`config.mk`:
```
export PLATFORM = sky130hd
export DESIGN_NAME = clk_div_ratio_ctrl
export DESIGN_NICKNAME = d
export VERILOG_FILES = /design/src/rtl/clk_div_ratio_ctrl.sv
export SDC_FILE = /design/constraint.sdc
export NUM_CORES = 1
export LEC_CHECK = 0
export CAP_MARGIN = 15
export CORE_ASPECT_RATIO = 0.8
export CORE_MARGIN = 2
export CORE_UTILIZATION = 54
export DETAILED_ROUTE_END_ITERATION = 10
export PLACE_DENSITY = 0.87
export SETUP_SLACK_MARGIN = 0.2
export SLEW_MARGIN = 0
export SYNTH_ARGS = -nofsm -noshare
export SYNTH_HDL_FRONTEND = slang
export SYNTH_SLANG_ARGS = --single-unit
```
`constraint.sdc`:
```
create_clock -name i_ref_clk -period 2.9 [get_ports i_ref_clk]
set_input_delay 0.58 -clock i_ref_clk [delete_from_list [all_inputs] [get_ports i_ref_clk]]
set_output_delay 0.58 -clock i_ref_clk [all_outputs]
set_load 0.02 [all_outputs]
```
`src/rtl/clk_div_ratio_ctrl.sv`:
```
// clk_div_ratio_ctrl
// Arbitrates two ratio requesters (round-robin) and sequences a glitch-safe
// ratio change on the clock divider: gate the divided clock, load the new
// ratio, ungate, then wait one divided period for the divider to settle.
// Only one request is in flight; nothing is queued internally.
module clk_div_ratio_ctrl #(
  parameter int RATIO_WIDTH = 5,
  parameter int RESET_RATIO = 1,
  parameter int GATE_CYCLES = 2
) (
  input  logic                   i_ref_clk,
  input  logic                   i_rst_n,
  input  logic                   i_enable,
  input  logic                   i_req0_valid,
  input  logic [RATIO_WIDTH-1:0] i_req0_ratio,
  output logic                   o_req0_ready,
  input  logic                   i_req1_valid,
  input  logic [RATIO_WIDTH-1:0] i_req1_ratio,
  output logic                   o_req1_ready,
  output logic [RATIO_WIDTH-1:0] o_div_ratio,
  output logic                   o_clk_en,
  output logic                   o_busy,
  output logic                   o_done,
  output logic                   o_done_id
);

  // Lock length is 2*ratio, so it needs one extra bit over the ratio width.
  // The shared counter must also reach GATE_CYCLES-1.
  localparam int LOCK_W = RATIO_WIDTH + 1;
  localparam int GATE_W = $clog2(GATE_CYCLES + 1);
  localparam int CNT_W  = (LOCK_W > GATE_W) ? LOCK_W : GATE_W;

  localparam logic [CNT_W-1:0]       GATE_LAST  = CNT_W'(GATE_CYCLES - 1);
  localparam logic [RATIO_WIDTH-1:0] RATIO_RST  = RATIO_WIDTH'(RESET_RATIO);
  localparam logic [RATIO_WIDTH-1:0] RATIO_ONE  = RATIO_WIDTH'(1);
  localparam logic [LOCK_W-1:0]      LOCK_ONE   = LOCK_W'(1);

  typedef enum logic [2:0] {
    ST_IDLE,
    ST_GATE,
    ST_LOAD,
    ST_UNGATE,
    ST_LOCK
  } state_t;

  state_t                 state_reg,      state_next;
  logic [RATIO_WIDTH-1:0] div_ratio_reg,  div_ratio_next;
  logic                   clk_en_reg,     clk_en_next;
  logic                   done_reg,       done_next;
  logic                   done_id_reg,    done_id_next;
  logic [CNT_W-1:0]       cnt_reg,        cnt_next;
  logic [RATIO_WIDTH-1:0] req_ratio_reg,  req_ratio_next;
  logic                   req_id_reg,     req_id_next;
  logic                   last_grant_reg, last_grant_next;

  // Requester inputs gathered into indexable form.
  logic [1:0]             req_valid;
  logic [RATIO_WIDTH-1:0] req_ratio [2];
  logic [1:0]             req_ready;

  assign req_valid    = {i_req1_valid, i_req0_valid};
  assign req_ratio[0] = i_req0_ratio;
  assign req_ratio[1] = i_req1_ratio;

  // Round-robin pick: on a tie the requester that did not win last time gets
  // it; otherwise the only valid requester wins.
  logic grant_id;
  logic grant_any;
  logic accept;
  logic [RATIO_WIDTH-1:0] grant_ratio;

  assign grant_any   = |req_valid;
  assign grant_id    = (&req_valid) ? ~last_grant_reg : ~req_valid[0];
  assign accept      = (state_reg == ST_IDLE) && grant_any;
  assign grant_ratio = req_ratio[grant_id];

  // Ready is offered only while idle and only to the granted requester,
  // so both readies can never be high together.
  genvar gi;
  generate
    for (gi = 0; gi < 2; gi++) begin : g_ready
      assign req_ready[gi] = (state_reg == ST_IDLE) && req_valid[gi] &&
                             (grant_id == 1'(gi));
    end
  endgenerate

  assign o_req0_ready = req_ready[0];
  assign o_req1_ready = req_ready[1];

  // Settle time after ungating: one divided period, minimum one cycle.
  logic [LOCK_W-1:0] lock_len;
  logic [LOCK_W-1:0] lock_last;
  logic [CNT_W-1:0]  lock_last_ext;

  assign lock_len      = (req_ratio_reg <= RATIO_ONE) ? LOCK_ONE : {req_ratio_reg, 1'b0};
  assign lock_last     = lock_len - LOCK_ONE;
  assign lock_last_ext = CNT_W'(lock_last);

  // Next-state and next-output logic for the change sequence.
  always_comb begin
    state_next      = state_reg;
    div_ratio_next  = div_ratio_reg;
    clk_en_next     = clk_en_reg;
    done_next       = 1'b0;
    done_id_next    = done_id_reg;
    cnt_next        = cnt_reg;
    req_ratio_next  = req_ratio_reg;
    req_id_next     = req_id_reg;
    last_grant_next = last_grant_reg;

    case (state_reg)
      ST_IDLE: begin
        clk_en_next = i_enable;
        if (accept) begin
          req_ratio_next  = grant_ratio;
          req_id_next     = grant_id;
          last_grant_next = grant_id;
          if (grant_ratio == div_ratio_reg) begin
            // Already at the requested ratio: complete without gating.
            done_next    = 1'b1;
            done_id_next = grant_id;
          end else begin
            clk_en_next = 1'b0;
            cnt_next    = '0;
            state_next  = ST_GATE;
          end
        end
      end

      ST_GATE: begin
        cnt_next = cnt_reg + 1'b1;
        if (cnt_reg == GATE_LAST) begin
          state_next = ST_LOAD;
        end
      end

      ST_LOAD: begin
        // The divider sees the new ratio only while its enable is low.
        div_ratio_next = req_ratio_reg;
        state_next     = ST_UNGATE;
      end

      ST_UNGATE: begin
        clk_en_next = i_enable;
        cnt_next    = '0;
        state_next  = ST_LOCK;
      end

      ST_LOCK: begin
        cnt_next = cnt_reg + 1'b1;
        if (cnt_reg == lock_last_ext) begin
          done_next    = 1'b1;
          done_id_next = req_id_reg;
          state_next   = ST_IDLE;
        end
      end

      default: begin
        state_next = ST_IDLE;
      end
    endcase
  end

  // State and output registers; reset abandons any request in flight.
  always_ff @(posedge i_ref_clk or negedge i_rst_n) begin
    if (!i_rst_n) begin
      state_reg      <= ST_IDLE;
      div_ratio_reg  <= RATIO_RST;
      clk_en_reg     <= 1'b0;
      done_reg       <= 1'b0;
      done_id_reg    <= 1'b0;
      cnt_reg        <= '0;
      req_ratio_reg  <= '0;
      req_id_reg     <= 1'b0;
      last_grant_reg <= 1'b1;
    end else begin
      state_reg      <= state_next;
      div_ratio_reg  <= div_ratio_next;
      clk_en_reg     <= clk_en_next;
      done_reg       <= done_next;
      done_id_reg    <= done_id_next;
      cnt_reg        <= cnt_next;
      req_ratio_reg  <= req_ratio_next;
      req_id_reg     <= req_id_next;
      last_grant_reg <= last_grant_next;
    end
  end

  assign o_div_ratio = div_ratio_reg;
  assign o_clk_en    = clk_en_reg;
  assign o_busy      = (state_reg != ST_IDLE);
  assign o_done      = done_reg;
  assign o_done_id   = done_id_reg;

endmodule

```
==> flow_metrics.env, run 1 <==
export IMPL_fmax_ghz=0.388
export IMPL_post_route_drc_count=0
export IMPL_final_area_um2=2100
export IMPL_cts_resized=1
export IMPL_drive_gt1_share_pct=15.6
export IMPL_die_w_um=66.9
export IMPL_largest_register_ffs=6
export IMPL_crit_path_max_incr_delay_ns=0.61
export IMPL_cts_clk_slew_worst_paths_ns=0.08
export IMPL_crit_type="primary input to output port"
export IMPL_wl_um=4640
export IMPL_nNetsFinal=242
export IMPL_r2r_cells=7
export IMPL_vias_per_cell=6.27
export IMPL_core_um2=3060
export IMPL_synth_seq_area_share_pct=35.3
export IMPL_maxCapViolCount=0
export IMPL_num_vias=1655
export IMPL_dpl_cell_area_um2=2040
export IMPL_worst_slew_pin_slew_ns=0.725
export IMPL_synth_largest_area_cell="dfrtp_1"
export IMPL_clock_sinks=24
export IMPL_path_max_fanout=3
export IMPL_synth_warnings=0
export IMPL_drtPass1Iterations=5
export IMPL_htreeDepth=1
export IMPL_clk_path_buf_depth=2
export IMPL_min_period_over_period_pct=88.8
export IMPL_cpMostUsedCell="clkdlybuf4s50_1"
export IMPL_worstHoldPathType="register to register"
export IMPL_hold_violations=0
export IMPL_slowest_stage="clkdlybuf4s50_1"
export IMPL_start_kind="primary input"
export IMPL_slew_violations=0
export IMPL_cts_root_buf="clkbuf_8"
export IMPL_synth_distinct_cells=51
export IMPL_syn_nets=214
export IMPL_setup_viol=0
export IMPL_power_density_nw_per_um2=1050
export IMPL_wire_per_inst_um=17.6
export IMPL_power_uw=2200
export IMPL_final_cell_mix="clkdlybuf4s50_1, dfrtp_1, nand2_1"
export IMPL_fin_tns_setup_ns=0
export IMPL_synth_ff_type="dfrtp_1"
export IMPL_start_util_pct=55.8
export IMPL_clk_latency_ns=0.28
export IMPL_fillers=250
export IMPL_cts_hold_buf=0
export IMPL_end_kind="output port"
export IMPL_p_leak_uw=0.000897
export IMPL_io_buffer_count=25
export IMPL_arrival_ns=2.00
export IMPL_hpwl_um=3330
export IMPL_synth_cells=197
export IMPL_final_util_pct=68.6
export IMPL_grt_usage_pct=28.4
export IMPL_grt_max_degree=25
export IMPL_first_iter_violations=153
export IMPL_netlist_area_um2=1710
export IMPL_cts_made_buffers=3
export IMPL_synth_avg_cell_area_um2=8.67
export IMPL_overflow=0
export IMPL_setup_ws_ns=0.325
export IMPL_grt_pass1_wl_um=7600
export IMPL_n_antenna_cell=0
export IMPL_die_y_um=54.3
export IMPL_synth_edff_count=0
export IMPL_crit_required_ns=2.32
export IMPL_ys_seq_elements=24
export IMPL_fin_crit_ns=2.58
export IMPL_outcome="completed"
export IMPL_io_pins=26
export IMPL_tritoncts="yes"
export IMPL_final_common_cell="clkdlybuf4s50_1"
export IMPL_path_cells="clkdlybuf4s50_1 > inv_1 > o21ai_2 > buf_4 > nor2_1 > clkdlybuf4s50_1"
export IMPL_antenna_found_initial=0
export IMPL_synthTopCellsByArea="dfrtp_1, mux2_2, a21oi_1"
export IMPL_vdd_drop_max_mv=0.632
export IMPL_dp_slack_ns=-0.00408
export IMPL_synth_top_cell_area_share_pct=32.2
export IMPL_async_flop_share_pct=100
export IMPL_grt_pass1_vias=1585
export IMPL_area_growth_pct=23.1
export IMPL_rsz0062_at_grt="no"
export IMPL_max_slew_margin_rel_pct=51.2
export IMPL_worstHoldPathCells=1
export IMPL_fin_skew_ns=0.00742
export IMPL_dieArea_um2=3630
export IMPL_gp_congestion=0.929
export IMPL_rows=18
export IMPL_antenna_left=0
export IMPL_cts_setup_buffers=0
-- power by group --
group / switching (uW) / total [uW] / internal [uW] / leakage [uW]
clock network: 114 / 236 / 122 / 0.0000288
registers: 231 / 712 / 481 / 0.000303
logic: 666 / 1250 / 585 / 0.000565
-- final timing paths --
kind,from,end,slack [ns]
setup / recovery,i_req1_valid,o_req0_ready,0.32
hold / removal,req_id_reg,req_id_reg,0.49
setup reg to reg,last_grant_reg,o_done_id,0.59
hold reg to reg,req_id_reg,req_id_reg,0.49
max in group asynchronous,i_rst_n,last_grant_reg,1.96
min in group asynchronous,i_rst_n,req_ratio_reg[4],0.65
-- worst max-delay path, delay by kind of cell --
family	cells	cell delay (ns)
buf+inv	4	1.25
simple gates	1	0.09
compound gates	1	0.07
-- final cells by class --
cell class / instances / area, um2 / share of cell area (%)
clock buffers: 4 / 55.1 / 2.62
inverters: 11 / 41.3 / 1.96
multi-input cells: 148 / 1010 / 48.2
flip-flops and latches: 24 / 604 / 28.7
well taps: 40 / 50.0 / 2.38
repair buffers: 37 / 339 / 16.1
-- cells in the mapped netlist, types with 2 or more instances --
library cell	n
and2_1	2
a31oi_1	6
clkbuf_1	13
o22ai_1	4
xnor2_1	4
mux2i_1	6
o211ai_1	2
a22oi_1	2
a221oi_1	3
nand3_1	9
ha_1	2
dfstp_2	2
nand2b_1	5
o21ai_0	11
a222oi_1	2
nor4_1	3
mux2_2	7
a21oi_1	12
nand2_1	15
xor2_1	4
a21o_1	2
inv_1	11
dfrtp_1	22
or3_1	3
nor3_1	7
nor2_1	12
o21ai_1	2
-- layer usage --
| layer | track usage (%) | vias to the layer above | part of all wire (%) |
|---|---|---|---|
| met5 | 0 | - | 0 |
| met4 | 10.5 | 0 | 1.8 |
| met3 | 4.94 | 9 | 8.3 |
| met2 | 48.5 | 84 | 47 |
| met1 | 36.6 | 786 | 42 |
| li1 | - | 776 | - |
-- kinds of logic after synthesis --
family | Yosys count | share of synthesized area, %
DFF | 24 | 35.3
xor gates and xnor gates | 8 | 4.10
AOI/OAI and AO/OA | 57 | 23.3
buffers and inverters | 25 | 5.71
adders and majority gates | 2 | 1.46
muxes | 13 | 8.13
and+or+nand+nor | 68 | 22.0
-- metrics by stage --
stage / instances / hold WS, ns
3_5_place_dp: 260 / 0.478
5_1_grt: 264 / 0.543
3_3_place_gp: 260 / 0.469
4_1_cts: 264 / 0.496
2_1_floorplan: 197 / 0.284
6_report: 264 / 0.490
No activity file was read; power rests on OpenSTA's default activity.
==> run 2: changes to the inputs <==
Settings changed: CTS_CLUSTER_DIAMETER from default to 80.
==> results of run 2 <==
The final DEF is identical to that of run 1; final timing and power are the same.
==> run 3: changes to the inputs <==
Settings changed: CORE_UTILIZATION 54 to 49, PLACE_DENSITY 0.87 to default, PLACE_DENSITY_LB_ADDON from default to 0.2.
Clock period 2.9 ns to 2.2 ns, I/O delays scaled along.
==> flow_metrics.env, run 3 (synthesis results as in run 1) <==
export IMPL_first_iter_violations=144
export IMPL_crit_type="primary input to register"
export IMPL_final_common_cell="buf_4"
export IMPL_p_leak_uw=0.000981
export IMPL_path_max_fanout=4
export IMPL_rsz0062_at_grt="yes"
export IMPL_grt_pass1_vias=1673
export IMPL_max_slew_margin_rel_pct=70.9
export IMPL_vdd_drop_max_mv=0.749
export IMPL_reg2reg_slack_ns=0.17
export IMPL_num_vias=1737
export IMPL_wl_met3_um=300
export IMPL_r2r_start="o_div_ratio[1]"
export IMPL_hold_end="req_id_reg"
export IMPL_cts_root_buf="clkbuf_8"
export IMPL_slew_violations=0
export IMPL_min_period_over_period_pct=92.1
export IMPL_worstHoldPathType="register to register"
export IMPL_wl_um=4840
export IMPL_antenna_left=0
export IMPL_crit_required_ns=2.39
export IMPL_rows=19
export IMPL_wl_met2_um=2350
export IMPL_cts_made_buffers=3
export IMPL_wire_per_inst_um=17.4
export IMPL_io_buffer_count=25
export IMPL_r2r_end="cnt_reg[5]"
export IMPL_worst_slew_pin_slew_ns=0.435
export IMPL_vias_per_cell=6.23
export IMPL_grt_usage_pct=25.6
export IMPL_top_layer="met4"
export IMPL_tritoncts="yes"
export IMPL_htreeDepth=1
export IMPL_fmax_ghz=0.494
export IMPL_clk_path_buf_depth=2
export IMPL_outcome="completed"
export IMPL_grt_pass1_wl_um=8020
export IMPL_cts_hold_buf=0
export IMPL_antenna_found_initial=0
export IMPL_hold_violations=0
export IMPL_start_util_pct=50.6
export IMPL_clk_latency_ns=0.26
export IMPL_final_cell_mix="buf_4, dfrtp_1, clkdlybuf4s50_1, nand2_1"
export IMPL_overflow=0
export IMPL_worstHoldPathCells=1
export IMPL_setup_viol=0
export IMPL_n_antenna_cell=0
export IMPL_r2r_cells=7
export IMPL_hpwl_um=3390
export IMPL_final_util_pct=66.8
export IMPL_die_y_um=56.8
export IMPL_post_route_drc_count=0
export IMPL_fin_skew_ns=0.00228
export IMPL_io_pins=26
export IMPL_holdCritStartpoint="req_id_reg"
export IMPL_largest_register_ffs=6
export IMPL_drive_gt1_share_pct=25.7
export IMPL_core_um2=3380
export IMPL_arrival_ns=2.21
export IMPL_grt_max_degree=25
export IMPL_dieArea_um2=3980
export IMPL_end_kind="register"
export IMPL_area_growth_pct=32.0
export IMPL_hold_ws_ns=0.482
export IMPL_clock_sinks=24
export IMPL_cts_clk_slew_worst_paths_ns=0.08
export IMPL_start_kind="primary input"
export IMPL_fillers=263
export IMPL_fin_crit_ns=2.03
export IMPL_die_w_um=70.0
export IMPL_power_density_nw_per_um2=1380
export IMPL_drtPass1Iterations=5
export IMPL_nNetsFinal=256
export IMPL_gp_congestion=0.830
export IMPL_maxCapViolCount=0
export IMPL_wl_met1_um=2100
## run 3: worst max path at each step
stage / startpoint / endpoint / slack [ns]
finish: i_req1_ratio[2] / cnt_reg[5] / 0.17
global route: o_div_ratio[1] / o_done_id / 0.09
CTS: o_div_ratio[1] / cnt_reg[5] / 0.14
detailed placement: i_req1_valid / cnt_reg[5] / -0.38
global placement: i_req0_ratio[3] / cnt_reg[2] / -0.30
floorplan: o_div_ratio[3] / o_done_id / 0.20
## run 3: where the power goes
part / leakage, uW / switching, uW / internal (uW) / total (uW)
logic: 0.000655 / 1050 / 931 / 1980
clock network: 0.0000216 / 136 / 122 / 258
registers: 0.000304 / 244 / 633 / 877
total: 0.000981 / 1430 / 1690 / 3120
## run 3: worst max-delay path, stage by stage
cell and delay [ns]:
clkdlybuf4s50_1 0.44, xnor2_1 0.29, nand4b_4 0.14, a2111oi_4 0.45, buf_4 0.20, nand3_4 0.08, a31oi_1 0.17
## run 3: timing repair
action                                  in CTS  in global routing
resized for setup                           24                  9
buffers inserted                             4                  1
pin swaps                                    8                  4
endpoints found under the setup margin      13                 12
## run 3: cell type report
| class | instances | area [um2] | share of cell area, % |
|---|---|---|---|
| multi-input cells | 148 | 1080 | 48.1 |
| flip-flops and latches | 24 | 603 | 26.7 |
| repair buffers | 51 | 433 | 19.2 |
| well taps | 42 | 52.6 | 2.33 |
| clock buffers | 3 | 41.3 | 1.83 |
| inverters | 11 | 41.3 | 1.83 |
## run 3: layer usage
metal	vias up	GRT usage (%)
li1	805	-
met1	828	34.0
met2	94	43.1
met3	10	4.49
met4	0	6.87
met5	-	0
## run 3: through the flow
stage / setup WS, ns / setup TNS, ns / total power (uW) / area (um2) / instances
CTS: 0.138 / 0 / 3010 / 2210 / 278
global placement: -0.295 / -3.03 / 2580 / 2110 / 271
detailed placement: -0.375 / -3.76 / 2650 / 2110 / 271
finish: 0.175 / 0 / 3120 / 2250 / 279
floorplan: 0.201 / 0 / 2010 / 1710 / 197
global route: 0.0920 / 0 / 3350 / 2250 / 279
